### config.mk
export PLATFORM = sky130hd
export DESIGN_NAME = udp_rx_parser
export DESIGN_NICKNAME = d
export VERILOG_FILES = /design/src/rtl/udp_rx_pkg.sv /design/src/rtl/udp_rx_realign.sv /design/src/rtl/udp_rx_parser.sv
export SDC_FILE = /design/constraint.sdc
export NUM_CORES = 1
export LEC_CHECK = 0
export BUFFER_PORTS_ARGS = -buffer_cell sky130_fd_sc_hd__buf_2
export CORE_ASPECT_RATIO = 2
export CORE_MARGIN = 2
export CORE_UTILIZATION = 51
export CTS_CLUSTER_DIAMETER = 120
export DETAILED_ROUTE_END_ITERATION = 12
export HOLD_SLACK_MARGIN = 0.02
export PLACE_DENSITY_LB_ADDON = 0.05
export RECOVER_POWER = 25
export SLEW_MARGIN = 25
export SYNTH_ARGS = -nofsm -noshare
export SYNTH_HDL_FRONTEND = slang
export SYNTH_SLANG_ARGS = --single-unit
### constraint.sdc
create_clock -name clk_32 -period 2.3 [get_ports clk_32]
set_clock_uncertainty 0.2 [all_clocks]
set_input_delay 0.23 -clock clk_32 [delete_from_list [all_inputs] [get_ports clk_32]]
set_output_delay 0.23 -clock clk_32 [all_outputs]
set_load 0.02 [all_outputs]
### src/rtl/udp_rx_pkg.sv
// Shared types and constants for the UDP receive parser: FSM states, datapath
// commands from the header FSM to the realigner, and tkeep helpers.
package udp_rx_pkg;

    typedef enum logic [1:0] {
        HDR,
        PAY,
        DROP,
        FLUSH
    } state_t;

    // What the realigner should do with the current input beat this cycle.
    typedef enum logic [2:0] {
        CMD_NONE,
        CMD_LOAD,
        CMD_SHORT,
        CMD_PAY,
        CMD_FLUSH
    } cmd_t;

    localparam logic [15:0] ETHERTYPE_IPV4 = 16'h0800;
    localparam logic [7:0]  IPV4_VER_IHL   = 8'h45;
    localparam logic [7:0]  IP_PROTO_UDP   = 8'd17;
    localparam logic [3:0]  HDR_LAST_WORD  = 4'd10;

    function automatic logic [3:0] keep_for_n(input logic [2:0] n);
        logic [3:0] keep;
        case (n)
            3'd1:    keep = 4'b0001;
            3'd2:    keep = 4'b0011;
            3'd3:    keep = 4'b0111;
            3'd4:    keep = 4'b1111;
            default: keep = 4'b0000;
        endcase
        return keep;
    endfunction

    // Right-justified keep patterns only; anything else counts as a full word.
    function automatic logic [2:0] n_for_keep(input logic [3:0] keep);
        logic [2:0] n;
        case (keep)
            4'b0001: n = 3'd1;
            4'b0011: n = 3'd2;
            4'b0111: n = 3'd3;
            default: n = 3'd4;
        endcase
        return n;
    endfunction

endpackage

### src/rtl/udp_rx_realign.sv
// Payload realigner: keeps the 2-byte residual, shifts the stream by 2 bytes,
// owns the registered output beat and emits the trailing flush beat.
module udp_rx_realign
    import udp_rx_pkg::*;
(
    input  logic        clk,
    input  logic        rst_n,
    input  cmd_t        cmd,
    input  logic [31:0] s_data,
    input  logic [3:0]  s_keep,
    input  logic        s_last,
    output logic        out_ready,
    output logic [31:0] m_data,
    output logic [3:0]  m_keep,
    output logic        m_valid,
    output logic        m_last,
    input  logic        m_ready
);

    logic [15:0] res;
    logic [15:0] held;
    logic [2:0]  held_n;
    logic [2:0]  n;

    logic        load;
    logic [31:0] nxt_data;
    logic [3:0]  nxt_keep;
    logic        nxt_last;
    logic        res_load;
    logic        hold_load;
    logic [15:0] nxt_held;
    logic [2:0]  nxt_held_n;

    assign out_ready = ~m_valid | m_ready;
    assign n         = n_for_keep(s_keep);

    always_comb begin
        // NOTE: every signal driven here gets a default first, so no path can infer a latch.
        load       = 1'b0;
        nxt_data   = '0;
        nxt_keep   = 4'b1111;
        nxt_last   = 1'b0;
        res_load   = 1'b0;
        hold_load  = 1'b0;
        nxt_held   = '0;
        nxt_held_n = '0;
        unique case (cmd)
            CMD_LOAD: begin
                res_load = 1'b1;
            end
            CMD_SHORT: begin
                res_load = 1'b1;
                load     = 1'b1;
                nxt_data = {16'h0000, s_data[15:0]};
                nxt_keep = 4'b0011;
                nxt_last = 1'b1;
            end
            CMD_PAY: begin
                load = 1'b1;
                if (!s_last) begin
                    res_load = 1'b1;
                    nxt_data = {res, s_data[31:16]};
                end else begin
                    // R plus n tail bytes: up to 4 bytes fit now, the rest spill into FLUSH.
                    case (n)
                        3'd1: begin
                            nxt_data = {8'h00, res, s_data[7:0]};
                            nxt_keep = 4'b0111;
                            nxt_last = 1'b1;
                        end
                        3'd2: begin
                            nxt_data = {res, s_data[15:0]};
                            nxt_last = 1'b1;
                        end
                        3'd3: begin
                            nxt_data   = {res, s_data[23:8]};
                            hold_load  = 1'b1;
                            nxt_held   = {8'h00, s_data[7:0]};
                            nxt_held_n = 3'd1;
                        end
                        default: begin
                            nxt_data   = {res, s_data[31:16]};
                            hold_load  = 1'b1;
                            nxt_held   = s_data[15:0];
                            nxt_held_n = 3'd2;
                        end
                    endcase
                end
            end
            CMD_FLUSH: begin
                load     = out_ready;
                nxt_data = {16'h0000, held};
                nxt_keep = keep_for_n(held_n);
                nxt_last = 1'b1;
            end
            default: ;
        endcase
    end

    always_ff @(posedge clk or negedge rst_n) begin
        if (!rst_n) begin
            m_valid <= 1'b0;
            m_data  <= '0;
            m_keep  <= '0;
            m_last  <= 1'b0;
            res     <= '0;
            held    <= '0;
            held_n  <= '0;
        end else begin
            if (load) begin
                m_valid <= 1'b1;
                m_data  <= nxt_data;
                m_keep  <= nxt_keep;
                m_last  <= nxt_last;
            end else if (m_ready) begin
                m_valid <= 1'b0;
            end
            if (res_load) begin
                res <= s_data[15:0];
            end
            if (hold_load) begin
                held   <= nxt_held;
                held_n <= nxt_held_n;
            end
        end
    end

endmodule

### src/rtl/udp_rx_parser.sv
// Ethernet II / IPv4 / UDP receive filter: checks the 42-byte header, drops
// non-matching frames and forwards the 2-byte-realigned payload.
module udp_rx_parser
    import udp_rx_pkg::*;
#(
    parameter logic [31:0] LOCAL_IP   = 32'hC0A8_0102,
    parameter logic [15:0] LOCAL_PORT = 16'd5000,
    parameter bit          CHECK_IP   = 1'b1
) (
    input  logic        clk_32,
    input  logic        reset_32_n,
    input  logic [31:0] axis_tdata_in,
    input  logic [3:0]  axis_tkeep_in,
    input  logic        axis_tvalid_in,
    input  logic        axis_tlast_in,
    output logic        axis_tready_out,
    output logic [31:0] axis_tdata_out,
    output logic [3:0]  axis_tkeep_out,
    output logic        axis_tvalid_out,
    output logic        axis_tlast_out,
    input  logic        axis_tready_in,
    output logic [31:0] udp_src_ip,
    output logic [15:0] udp_src_port,
    output logic [15:0] drop_cnt
);

    state_t      state;
    logic [3:0]  idx;
    logic        mismatch;
    logic [31:0] ip_shadow;
    logic [15:0] port_shadow;

    logic        out_ready;
    logic        fire;
    logic        at_w10;
    logic        runt;
    logic        beat_bad;
    logic        bad;
    logic        hdr_ok;
    logic        drop_hit;
    cmd_t        cmd;

    always_comb begin
        beat_bad = 1'b0;
        case (idx)
            4'd3: beat_bad = (axis_tdata_in[31:16] != ETHERTYPE_IPV4) ||
                             (axis_tdata_in[15:8]  != IPV4_VER_IHL);
            4'd5: beat_bad = (axis_tdata_in[7:0] != IP_PROTO_UDP);
            4'd7: beat_bad = CHECK_IP && (axis_tdata_in[15:0]  != LOCAL_IP[31:16]);
            4'd8: beat_bad = CHECK_IP && (axis_tdata_in[31:16] != LOCAL_IP[15:0]);
            4'd9: beat_bad = (axis_tdata_in[31:16] != LOCAL_PORT);
            default: beat_bad = 1'b0;
        endcase
    end

    assign at_w10 = (idx == HDR_LAST_WORD);
    assign runt   = axis_tlast_in && (!at_w10 || axis_tkeep_in != 4'b1111);
    assign bad    = mismatch | beat_bad;

    // In HDR only w10 can produce an output beat, so only w10 waits for the output register.
    always_comb begin
        axis_tready_out = 1'b1;
        case (state)
            HDR:     axis_tready_out = at_w10 ? out_ready : 1'b1;
            DROP:    axis_tready_out = 1'b1;
            PAY:     axis_tready_out = out_ready;
            FLUSH:   axis_tready_out = 1'b0;
            default: axis_tready_out = 1'b1;
        endcase
    end

    assign fire     = axis_tvalid_in && axis_tready_out;
    assign hdr_ok   = (state == HDR) && fire && at_w10 && !runt && !bad;
    assign drop_hit = (state == HDR) && fire && (runt || (at_w10 && bad));

    always_comb begin
        cmd = CMD_NONE;
        case (state)
            HDR:     if (hdr_ok) cmd = axis_tlast_in ? CMD_SHORT : CMD_LOAD;
            PAY:     if (fire)   cmd = CMD_PAY;
            FLUSH:   cmd = CMD_FLUSH;
            default: cmd = CMD_NONE;
        endcase
    end

    always_ff @(posedge clk_32 or negedge reset_32_n) begin
        if (!reset_32_n) begin
            state        <= HDR;
            idx          <= '0;
            mismatch     <= 1'b0;
            ip_shadow    <= '0;
            port_shadow  <= '0;
            udp_src_ip   <= '0;
            udp_src_port <= '0;
        end else begin
            case (state)
                HDR: begin
                    if (fire) begin
                        case (idx)
                            4'd6: ip_shadow[31:16] <= axis_tdata_in[15:0];
                            4'd7: ip_shadow[15:0]  <= axis_tdata_in[31:16];
                            4'd8: port_shadow      <= axis_tdata_in[15:0];
                            default: ;
                        endcase
                        if (runt || at_w10) begin
                            idx      <= '0;
                            mismatch <= 1'b0;
                        end else begin
                            idx      <= idx + 4'd1;
                            mismatch <= bad;
                        end
                        if (!runt && at_w10 && !axis_tlast_in) begin
                            state <= bad ? DROP : PAY;
                        end
                        if (hdr_ok) begin
                            udp_src_ip   <= ip_shadow;
                            udp_src_port <= port_shadow;
                        end
                    end
                end
                DROP: begin
                    if (fire && axis_tlast_in) state <= HDR;
                end
                PAY: begin
                    if (fire && axis_tlast_in) begin
                        state <= (n_for_keep(axis_tkeep_in) > 3'd2) ? FLUSH : HDR;
                    end
                end
                FLUSH: begin
                    if (out_ready) state <= HDR;
                end
                default: state <= HDR;
            endcase
        end
    end

    always_ff @(posedge clk_32 or negedge reset_32_n) begin
        if (!reset_32_n) begin
            drop_cnt <= '0;
        end else if (drop_hit && drop_cnt != 16'hFFFF) begin
            drop_cnt <= drop_cnt + 16'd1;
        end
    end

    udp_rx_realign u_realign (
        .clk       (clk_32),
        .rst_n     (reset_32_n),
        .cmd       (cmd),
        .s_data    (axis_tdata_in),
        .s_keep    (axis_tkeep_in),
        .s_last    (axis_tlast_in),
        .out_ready (out_ready),
        .m_data    (axis_tdata_out),
        .m_keep    (axis_tkeep_out),
        .m_valid   (axis_tvalid_out),
        .m_last    (axis_tlast_out),
        .m_ready   (axis_tready_in)
    );

endmodule

==> results of run 1 <==
==> cell type report <==
type                            instances  area [µm²]
Timing Repair Buffer                  273        1930
Multi-Input combinational cell        464        3840
Inverter                               18        70.1
Fill cell                            1275        5110
Clock inverter                         12         159
Sequential cell                       191        4780
Tap cell                              207         259
Clock buffer                           18         439
==> sequential cells by signal (all words and copies together), names as in the netlist <==
name,count
udp_src_port,16
ip_shadow,32
u_realign.m_last,1
udp_src_ip,32
idx,4
u_realign.m_data,32
u_realign.m_keep,4
mismatch,1
port_shadow,16
u_realign.held,16
u_realign.held_n,2
state,2
drop_cnt,16
u_realign.res,16
u_realign.m_valid,1
==> what timing repair did <==
item,in CTS,in global routing
pin swaps,18,11
endpoints found under the hold margin,193,0
setup buffers,7,4
cloned,2,1
endpoints found under the setup margin,110,120
hold buffers,26,0
gates resized for setup,44,41
==> power by group <==
group | total (µW) | internal (µW) | switching (µW) | leakage (µW)
clock network | 3040 | 1740 | 1310 | 0.000289
registers | 5390 | 4590 | 808 | 0.00254
logic | 4640 | 2190 | 2450 | 0.00301
==> metal layers <==
layer / vias to the layer above / global-route usage
li1: 3092 / -
met1: 3409 / 0.374
met2: 236 / 0.452
met3: 47 / 0.0483
met4: 0 / 0.104
met5: - / 0
==> final timing paths <==
check | from | to | slack [ns] | depth (start not counted)
max | idx[0] | drop_cnt[12] | -0.18 | 10
min | axis_tdata_in[27] | ip_shadow[11] | 0.03 | 4
max reg2reg | idx[0] | drop_cnt[12] | -0.18 | 10
min reg2reg | ip_shadow[20] | ip_shadow[20] | 0.28 | 2
max in group asynchronous | reset_32_n | port_shadow[8] | 0.36 | 3
min in group asynchronous | reset_32_n | udp_src_ip[6] | 0.46 | 2
==> cells in the mapped netlist (all sizes together), types with 2 or more instances <==
| cell | number | share of area |
|---|---|---|
| nor4bb | 2 | 0.0023 |
| mux2i | 8 | 0.0094 |
| clkbuf | 29 | 0.013 |
| a32oi | 7 | 0.0072 |
| nor3b | 2 | 0.0018 |
| or3 | 3 | 0.0022 |
| nand4 | 4 | 0.0029 |
| nand4b | 4 | 0.0041 |
| dfrtp | 191 | 0.56 |
| ha | 5 | 0.0073 |
| nor4 | 6 | 0.0051 |
| a21o | 3 | 0.0026 |
| a31oi | 9 | 0.0066 |
| buf | 13 | 0.011 |
| o21ai | 43 | 0.026 |
| o22ai | 2 | 0.0022 |
| nor4b | 2 | 0.0021 |
| a222oi | 8 | 0.0094 |
| xnor2 | 3 | 0.0031 |
| inv | 18 | 0.0079 |
| nor3 | 14 | 0.0088 |
| o31ai | 2 | 0.0018 |
| a22o | 16 | 0.016 |
| or4 | 4 | 0.0035 |
| nand2 | 57 | 0.025 |
| a41oi | 2 | 0.0021 |
| a22oi | 8 | 0.0070 |
| and2 | 3 | 0.0025 |
| mux2 | 113 | 0.16 |
| a211oi | 2 | 0.0018 |
| nor2b | 6 | 0.0044 |
| nand3 | 11 | 0.0079 |
| nand2b | 13 | 0.0095 |
| nor2 | 42 | 0.018 |
| xor2 | 11 | 0.011 |
| and4 | 2 | 0.0021 |
| a221o | 8 | 0.0094 |
| a21oi | 28 | 0.016 |
| and3 | 3 | 0.0022 |
==> worst max-delay path, cell delays in order, from the launching register on <==
cell and delay (ns):
dfrtp_1 0.42, ha_4 0.18, buf_6 0.11, nand4b_1 0.09, o32ai_2 0.07, a41o_1 0.27, buf_6 0.13, a21boi_4 0.18
nor2_2 0.08, nor4b_2 0.26, mux2_2 0.36
==> logic make-up (layout without fill, tap and decap cells) <==
| group | count (synthesis) | count (layout) | synth area share |
|---|---|---|---|
| xor+xnor | 14 | 14 | 0.0144 |
| fa+ha+maj | 5 | 5 | 0.00733 |
| flops | 191 | 191 | 0.560 |
| buf+inv | 60 | 321 | 0.0314 |
| compound gates | 143 | 144 | 0.114 |
| mux | 121 | 121 | 0.167 |
| simple gates | 180 | 180 | 0.107 |
==> stage by stage <==
step | setup WS, ns | hold slack (ns) | power, µW
after floorplan | -0.104 | -0.266 | 7820
after global placement | -0.400 | 0.0227 | 9390
after detailed placement | -0.400 | 0.0269 | 9520
after CTS | -0.151 | 0.0213 | 12900
after global routing | -0.267 | 0.0387 | 13800
final | -0.176 | 0.0284 | 13100
==> impl_summary.log, run 1 <==
INFO  metric grt_max_degree = 54
INFO  metric synth.lib_cells_used.distinct = 57
INFO  metric synth_area_per_inst = 12.0 µm²
INFO  metric place.port_buffers = 143
INFO  metric gpl.final_weighted_congestion = 0.857
INFO  metric postPlaceCellArea = 0.0102 mm²
INFO  metric final_design_area_no_fill = 0.0115 mm²
INFO  metric tritoncts_clock_tree = yes
INFO  metric status = finished, violations left
INFO  metric drt_iter0_markers = 436
INFO  metric detail-route-antenna-nets = 0
INFO  metric synth_fp_nets = 760
INFO  metric ctsRootBufferMaster = clkbuf_16
INFO  metric final_common_cell = dfrtp_1
INFO  metric grt_pass1_vias = 6736
INFO  metric remaining_drc_errors = 0
INFO  metric row_count = 67
INFO  metric detailedPlacementHpwl = 16.6 mm
INFO  metric ys_seq_area_frac = 0.560
INFO  metric setup_viol = 98
INFO  metric final-hold-violation-count = 0
INFO  metric synthesis_to_layout_area_growth = 34.5%
INFO  metric mapped_cells = 714
INFO  metric mostFrequentLayoutCells = dfrtp_1 (191), buf_2 (142), buf_4 (81)
INFO  metric clock_tree_buffer_depth = 2
INFO  metric highest-signal-layer = met4
INFO  metric final_cells = 1183
INFO  metric netlist_area = 0.00854 mm²
INFO  metric finalCoreUtilization = 0.692
INFO  metric required = 2.42 ns
INFO  metric global_route_wire_length_before_repair = 37.5 mm
INFO  metric avgRoutedWirePerCell = 20.4 µm
INFO  metric postSynthRegisterBits = 191
INFO  metric synth_edf_count = 0
INFO  metric final-max-slew-violation-count = 0
INFO  metric synth-async-reset-ratio = 1.00
INFO  metric tritoncts.num_buffers = 17
INFO  metric fmax = 404 MHz
INFO  metric setup_ws = -0.176 ns
INFO  metric power.leakage = 0.00583 µW
INFO  metric cts.reportedPaths.clkPinSlew = 0.07 ns
INFO  metric via_count = 6784
INFO  metric n_antenna_cell = 0
INFO  metric post-route-period-util = 1.08
INFO  metric crit_path_max_fanout = 3
INFO  metric failing_checks = setup timing
INFO  metric tightest_slew = 1.39 ns
INFO  metric pwr_density_cell = 1140 mW/mm²
INFO  metric clk-insertion-delay-late = 0.44 ns
INFO  metric crit_type = reg2reg
INFO  metric final_period_minus_worst_setup_slack = 2.48 ns
INFO  metric cap_viol_max_count = 0
INFO  metric wl_met1 = 9.98 mm
INFO  metric cts-htree-levels = 4
INFO  metric clock-sinks = 191
INFO  metric wl_met3 = 1.19 mm
INFO  metric critical_path_arrival = 2.59 ns
INFO  metric antenna_found_initial = 0
INFO  metric grt_overflow = 0
INFO  metric floorplan.die_area = 0.0179 mm²
INFO  metric viasPerCell = 5.73
INFO  metric synth-main-ff-cell = dfrtp_1
INFO  metric floorplan.initialDensity = 0.514
INFO  metric core_area = 0.0166 mm²
INFO  metric worst_setup_path_end_kind = flop
INFO  metric timing.max_slew.rel_slack = 0.0728
INFO  metric power.ir.vdd_worst = 710 µV
INFO  metric grtUsageTotal = 0.279
INFO  metric grt_setup_unrepaired = true
INFO  metric drive_above_1_share = 0.444
INFO  metric totalWireLength = 24.1 mm
INFO  metric wl_met2 = 12.2 mm
INFO  metric count_of_synthesis_stage_warnings_from_yosys = 0
INFO  metric io_pins = 144
INFO  metric dr.pass1.iters = 8
INFO  metric die_h = 187 µm
INFO  metric placedCellCount = 1115
INFO  metric hold_class = in2reg
INFO  metric dieWidth = 95.5 µm
INFO  metric nets = 1011
INFO  metric category_of_the_worst_setup_path_launch_point = flop
INFO  metric fin_setup_tns = -9.14 ns
Note: power is estimated with default switching activity, not from simulation.
==> inputs of run 2 (changes only) <==
CORE_ASPECT_RATIO = default   (was 2)
==> impl_summary.log, run 2 (same netlist as run 1, synthesis figures left out) <==
INFO  metric n_antenna_cell = 0 (unchanged)
INFO  metric avgRoutedWirePerCell = 19.8 µm (-2.9%)
INFO  metric synthesis_to_layout_area_growth = 32.3%
INFO  metric antenna_found_initial = 0 (unchanged)
INFO  metric clk-insertion-delay-late = 0.43 ns (about the same)
INFO  metric die_h = 133 µm (-29%)
INFO  metric final_design_area_no_fill = 0.0113 mm² (-1.6%)
INFO  metric cap_viol_max_count = 1 (+1)
INFO  metric largest_registers = ip_shadow (32), u_realign.m_data (32), udp_src_ip (32)
INFO  metric floorplan.die_area = 0.0178 mm² (-0.35%)
INFO  metric setup_ws = -0.164 ns (+0.0123 ns)
INFO  metric fmax = 406 MHz (+0.50%)
INFO  metric remaining_drc_errors = 0 (unchanged)
INFO  metric placedCellCount = 1128 (+1.2%)
INFO  metric final-max-slew-violation-count = 65 (+65)
INFO  metric cts-htree-levels = 4 (unchanged)
INFO  metric detail-route-antenna-nets = 0 (unchanged)
INFO  metric critical_path_arrival = 2.59 ns (about the same)
INFO  metric nets = 1004 (-0.69%)
INFO  metric tightest_slew = 1.56 ns (+0.170 ns)
INFO  metric crit_type = reg2reg
INFO  metric post-route-period-util = 1.07 (-0.00536)
INFO  metric grt_max_degree = 67 (+24%)
INFO  metric dr.pass1.iters = 5 (-3)
INFO  metric grt_overflow = 0 (unchanged)
INFO  metric drt_iter0_markers = 457 (+4.8%)
INFO  metric tritoncts_clock_tree = yes
INFO  metric drive_above_1_share = 0.440 (-0.00389)
INFO  metric pwr_density_cell = 1130 mW/mm² (-0.61%)
INFO  metric via_count = 6740 (-0.65%)
INFO  metric clock-sinks = 191 (unchanged)
INFO  metric detailedPlacementHpwl = 16.5 mm (-0.52%)
INFO  metric category_of_the_worst_setup_path_launch_point = flop
INFO  metric mostFrequentLayoutCells = dfrtp_1 (190), buf_2 (142), buf_4 (83)
INFO  metric ctsRootBufferMaster = clkbuf_16
INFO  metric postPlaceCellArea = 0.0102 mm² (-0.21%)
INFO  metric floorplan.initialDensity = 0.519 (+0.00414)
INFO  metric hold_class = in2reg
INFO  metric clock_tree_buffer_depth = 2 (unchanged)
INFO  metric grt_setup_unrepaired = true
INFO  metric global_route_wire_length_before_repair = 37.3 mm (-0.35%)
INFO  metric setup_viol = 103 (+5.1%)
INFO  metric final_cells = 1191 (+0.68%)
INFO  metric place.port_buffers = 143 (unchanged)
INFO  metric worst_setup_path_end_kind = flop
INFO  metric power.leakage = 0.00571 µW (-2.1%)
INFO  metric crit_path_max_fanout = 3 (unchanged)
INFO  metric totalWireLength = 23.6 mm (-2.3%)
INFO  metric timing.max_slew.rel_slack = -0.0404 (-0.113)
INFO  metric grtUsageTotal = 0.273 (-0.00603)
INFO  metric grt_pass1_vias = 6785 (+0.73%)
INFO  metric row_count = 47 (-30%)
INFO  metric tritoncts.num_buffers = 17 (unchanged)
INFO  metric gpl.final_weighted_congestion = 0.926 (+8.1%)
INFO  metric viasPerCell = 5.66 (-1.3%)
INFO  metric status = finished, violations left
INFO  metric dieWidth = 133 µm (+40%)
INFO  metric failing_checks = capacitance limit, slew limit, setup timing
INFO  metric power.ir.vdd_worst = 706 µV (-0.54%)
INFO  metric pre_cts_slack = -0.426 ns (-0.0252 ns)
INFO  metric cts.reportedPaths.clkPinSlew = 0.07 ns (about the same)
INFO  metric final_period_minus_worst_setup_slack = 2.46 ns (-0.0123 ns)
INFO  metric io_pins = 144 (unchanged)
INFO  metric core_area = 0.0165 mm² (-0.80%)
INFO  metric final_common_cell = dfrtp_1
INFO  metric required = 2.42 ns (about the same)
INFO  metric final-hold-violation-count = 0 (unchanged)
==> run 2: cell types whose count changed in the layout (fill, tap and decap cells not counted), sizes merged <==
cell / change
buf: -6
bufinv: -2
clkbuf: +1
clkinvlp: -1
dlygate4sd3: -2
inv: +5
==> run 2: layer usage <==
metal | track usage | vias to the layer above | wire length, µm
li1 | - | 3077 | -
met1 | 0.401 | 3367 | 10800
met2 | 0.409 | 252 | 10800
met3 | 0.0457 | 44 | 1400
met4 | 0.105 | 0 | 580
met5 | 0 | - | 0
==> run 2: worst max-delay path, cell delays in order (launching register included) <==
cell      delay [ns]
dfrtp_2         0.45
buf_6           0.13
inv_4           0.06
ha_4            0.15
o21ai_2         0.05
a41o_1          0.25
buf_6           0.13
a21boi_4        0.23
nor2_2          0.07
nor4b_2         0.27
mux2_2          0.36
==> run 2: power breakdown <==
group	total [µW]	leakage, µW	internal [µW]	switching (µW)
Sequential	5410	0.00254	4590	827
Combinational	4460	0.00289	2120	2350
Clock	2910	0.000282	1530	1380
Total	12800	0.00571	8240	4550
==> run 2: what timing repair did <==
action	CTS	global route
gates cloned	1	1
pin swaps	13	12
setup buffers	1	4
gates resized for setup	46	20
endpoints found under the hold margin	88	0
endpoints found under the setup margin	117	135
hold buffers	24	0
==> run 2: layout make-up <==
class                   count  area, µm²
inverters                  18       70.1
repair buffers            266       1830
fillers                  1251       5170
clock buffers              18        429
clock inverters            14        143
flip-flops and latches    191       4780
multi-input cells         464       3770
well taps                 220        275
==> run 2: final timing paths <==
kind | slack (ns) | endpoint | startpoint | depth (start not counted)
setup / recovery | -0.16 | drop_cnt[12] | idx[0] | 10
hold / removal | 0.04 | ip_shadow[1] | axis_tdata_in[17] | 4
setup reg to reg | -0.16 | drop_cnt[12] | idx[0] | 10
hold reg to reg | 0.28 | ip_shadow[16] | ip_shadow[16] | 2
max in group asynchronous | 0.30 | port_shadow[7] | reset_32_n | 3
min in group asynchronous | 0.51 | udp_src_ip[12] | reset_32_n | 2
==> run 2: stage by stage <==
| stage | hold WS [ns] | TNS [ns] | total power, µW | utilization |
|---|---|---|---|---|
| after floorplan | -0.266 | -2.71 | 7820 | - |
| after global placement | 0.0694 | -33.38 | 9330 | 0.617 |
| after detailed placement | 0.0702 | -33.85 | 9510 | 0.617 |
| after CTS | 0.0224 | -8.55 | 12700 | 0.680 |
| after global routing | 0.0360 | -23.38 | 13500 | 0.686 |
| final | 0.0362 | -9.87 | 12800 | 0.686 |
==> inputs of run 3 (changes only) <==
ABC_AREA = 1   (was default)
CORE_UTILIZATION = 53   (was 51)
CTS_BUF_LIST = sky130_fd_sc_hd__clkbuf_2 sky130_fd_sc_hd__clkbuf_4 sky130_fd_sc_hd__clkbuf_8   (was default)
==> impl_summary.log, run 3 <==
INFO  metric status = complete, no violations
INFO  metric mostFrequentLayoutCells = nand2_1 (374), dfrtp_1 (188), inv_1 (163)
INFO  metric avgRoutedWirePerCell = 16.2 µm (-18%)
INFO  metric n_antenna_cell = 0 (unchanged)
INFO  metric place.port_buffers = 143 (unchanged)
INFO  metric grt_pass1_vias = 7866 (+16%)
INFO  metric post_synth_main_area_contributors = dfrtp_1 (51%), nand2_1 (15%), inv_1 (6.8%), o21ai_0 (5.4%), nand3_1 (3.1%)
INFO  metric cap_viol_max_count = 0 (-1)
INFO  metric synthDominantCellAreaShare = 0.512 (-0.0481)
INFO  metric synth_area_per_inst = 7.93 µm² (-34%)
INFO  metric final-max-slew-violation-count = 0 (-100%)
INFO  metric synth_edf_count = 0 (unchanged)
INFO  metric postSynthRegisterBits = 191 (unchanged)
INFO  metric clock_tree_buffer_depth = 2 (unchanged)
INFO  metric netlist_area = 0.00934 mm² (+9.4%)
INFO  metric drt_iter0_markers = 523 (+14%)
INFO  metric timing.critical_path.cells = dlygate4sd3_1 > buf_2 > inv_1 > nand2_1 > nor2_1 > nand2_1 > a21oi_1 > nand3_2 > nor2_4 > nand2_4 > o21ai_4 > clkbuf_16 > nand2_1 > o21ai_0
INFO  metric io_pins = 144 (unchanged)
INFO  metric largest_registers = ip_shadow (32), u_realign.m_data (32), udp_src_ip (32)
INFO  metric ys_seq_area_frac = 0.512 (-0.0481)
INFO  metric critPathSlowestCell = dlygate4sd3_1
INFO  metric floorplan.die_area = 0.0187 mm² (+5.1%)
INFO  metric post-route-period-util = 0.956 (-0.115)
INFO  metric crit_path_max_fanout = 8 (+5)
INFO  metric pwr_density_cell = 1100 mW/mm² (-3.3%)
INFO  metric critical-path-max-stage-delay = 0.55 ns (+0.10 ns)
INFO  metric clock-sinks = 191 (unchanged)
INFO  metric remaining_drc_errors = 0 (unchanged)
INFO  metric via_count = 8389 (+24%)
INFO  metric cts.reportedPaths.clkPinSlew = 0.11 ns (+0.04 ns)
INFO  metric gpl.final_weighted_congestion = 0.945 (+2.0%)
INFO  metric fin_setup_tns = 0 ns (+9.87 ns)
INFO  metric tritoncts.num_buffers = 17 (unchanged)
INFO  metric synthesis_to_layout_area_growth = 23.3%
INFO  metric crit_path_frequent_cell = nand2_1
INFO  metric power.ir.vdd_worst = 637 µV (-9.9%)
INFO  metric dr.pass1.iters = 5 (unchanged)
INFO  metric yosysTopAreaCell = dfrtp_1
INFO  metric drive_above_1_share = 0.214 (-0.225)
INFO  metric synth_top_cells_by_count = nand2_1 (378), dfrtp_1 (191), inv_1 (169), o21ai_0 (101), nand3_1 (57)
INFO  metric row_count = 48 (+2.1%)
INFO  metric timing.max_slew.rel_slack = 0.0786 (+0.119)
INFO  metric nets = 1419 (+41%)
INFO  metric dieWidth = 137 µm (+2.5%)
INFO  metric grtUsageTotal = 0.283 (+0.00989)
INFO  metric critical_path_arrival = 2.39 ns (-0.20 ns)
INFO  metric floorplan.initialDensity = 0.542 (+0.0233)
INFO  metric count_of_synthesis_stage_warnings_from_yosys = 0 (unchanged)
INFO  metric grt_max_degree = 97 (+45%)
INFO  metric tightest_slew = 1.38 ns (-0.178 ns)
INFO  metric clk-insertion-delay-late = 0.47 ns (+0.04 ns)
INFO  metric tritoncts_clock_tree = yes
INFO  metric fmax = 455 MHz (+12%)
INFO  metric mapped_cells = 1178 (+65%)
INFO  metric synth.lib_cells_used.distinct = 37 (-35%)
INFO  metric antenna_found_initial = 0 (unchanged)
INFO  metric cts-htree-levels = 4 (unchanged)
INFO  metric finalCoreUtilization = 0.668 (-0.0178)
INFO  metric synthMostInstantiatedCell = nand2_1
INFO  metric category_of_the_worst_setup_path_launch_point = input port
INFO  metric viasPerCell = 5.21 (-8.0%)
INFO  metric hold_class = in2reg
INFO  metric power.leakage = 0.00610 µW (+6.8%)
INFO  metric ctsRootBufferMaster = clkbuf_8
INFO  metric die_h = 137 µm (+2.5%)
INFO  metric required = 2.50 ns (+0.08 ns)
INFO  metric synth_fp_nets = 1224 (+61%)
INFO  metric final_period_minus_worst_setup_slack = 2.20 ns (-0.266 ns)
INFO  metric final_common_cell = nand2_1
INFO  metric global_route_wire_length_before_repair = 40.7 mm (+9.1%)
INFO  metric totalWireLength = 26.1 mm (+11%)
INFO  metric detail-route-antenna-nets = 0 (unchanged)
INFO  metric synth-main-ff-cell = dfrtp_1
INFO  metric synth-async-reset-ratio = 1.00 (unchanged)
INFO  metric setup_viol = 0 (-100%)
INFO  metric worst_setup_path_end_kind = flop
INFO  metric core_area = 0.0172 mm² (+4.7%)
INFO  metric grt_overflow = 0 (unchanged)
INFO  metric crit_type = in2reg
INFO  metric final-hold-violation-count = 0 (unchanged)
INFO  metric detailedPlacementHpwl = 17.7 mm (+7.5%)
run 3: cell types whose count changed after synthesis, sizes merged, moves of 9 or more:
cell and change:
buf +28, nand2 +328, o22ai +21, a22o -16, o21ai +112, nand4 +33
inv +157, nand2b -13, a31oi -9, nand3 +51, nor3 -9, mux2 -113
nor2 +9, a21oi -25
run 3: worst paths after layout:
path / depth (start not counted) / slack (ns) / startpoint / endpoint
max: 14 / 0.10 / axis_tdata_in[3] / u_realign.res[0]
min: 4 / 0.03 / axis_tdata_in[10] / u_realign.res[10]
max reg2reg: 15 / 0.10 / idx[1] / u_realign.res[0]
min reg2reg: 2 / 0.28 / u_realign.m_data[5] / u_realign.m_data[5]
max in group asynchronous: 3 / 0.38 / reset_32_n / idx[1]
min in group asynchronous: 3 / 0.23 / reset_32_n / udp_src_ip[19]
run 3: what timing repair did:
item,4_1_cts,5_1_grt
resized for setup,2,53
endpoints found under the hold margin,258,0
setup endpoints to repair,15,148
cloned,0,4
setup buffers,0,5
hold buffers,33,0
pin swaps,0,6
run 3: stage by stage:
stage | power (µW) | setup slack, ns | hold slack [ns] | instance area, µm² | instances
finish | 12600 | 0.102 | 0.0329 | 11500 | 1611
global placement | 9920 | 0.0382 | -0.0738 | 10500 | 1537
CTS | 12500 | 0.00979 | 0.0224 | 11300 | 1602
detailed placement | 10000 | 0.000276 | -0.0735 | 10500 | 1537
global route | 13500 | -0.0505 | 0.0331 | 11500 | 1611
floorplan | 8460 | 0.130 | -0.266 | 9340 | 1178
run 3: routing by layer:
metal,wire length (µm),GRT usage,up-vias
li1,-,-,4103
met1,11700,0.394,3968
met2,12400,0.454,284
met3,1540,0.0419,34
met4,479,0.0990,0
met5,0,0,-
run 3: cells by family (layout without fill, tap and decap cells):
group                    after synthesis  count (layout)  synth area share
XOR/XNOR                              15              15            0.0141
adder cells (fa/ha/maj)                5               5           0.00670
AND/OR/NAND/NOR                      546             546             0.251
AO/OA/AOI/OAI                        183             183             0.108
buffers and inverters                238             446             0.109
flip-flops                           191             191             0.512
run 3: cell type report:
| class | instances | area [µm²] |
|---|---|---|
| Clock inverter | 13 | 171 |
| Inverter | 176 | 671 |
| Fill cell | 1466 | 5720 |
| Sequential cell | 191 | 4780 |
| Tap cell | 225 | 282 |
| Timing Repair Buffer | 238 | 1680 |
| Clock buffer | 19 | 262 |
| Multi-Input combinational cell | 749 | 3670 |
run 3: worst max-delay path: cells and delay by family:
kind	cells	cell delay, ns
AOI/OAI and AO/OA	3	0.43
and+or+nand+nor	7	0.73
buffers and inverters	4	0.98
run 3: power by group:
part,internal [µW],switching [µW]
Combinational,1680,3090
Clock,1070,1320
Sequential,4760,702
Total,7510,5110
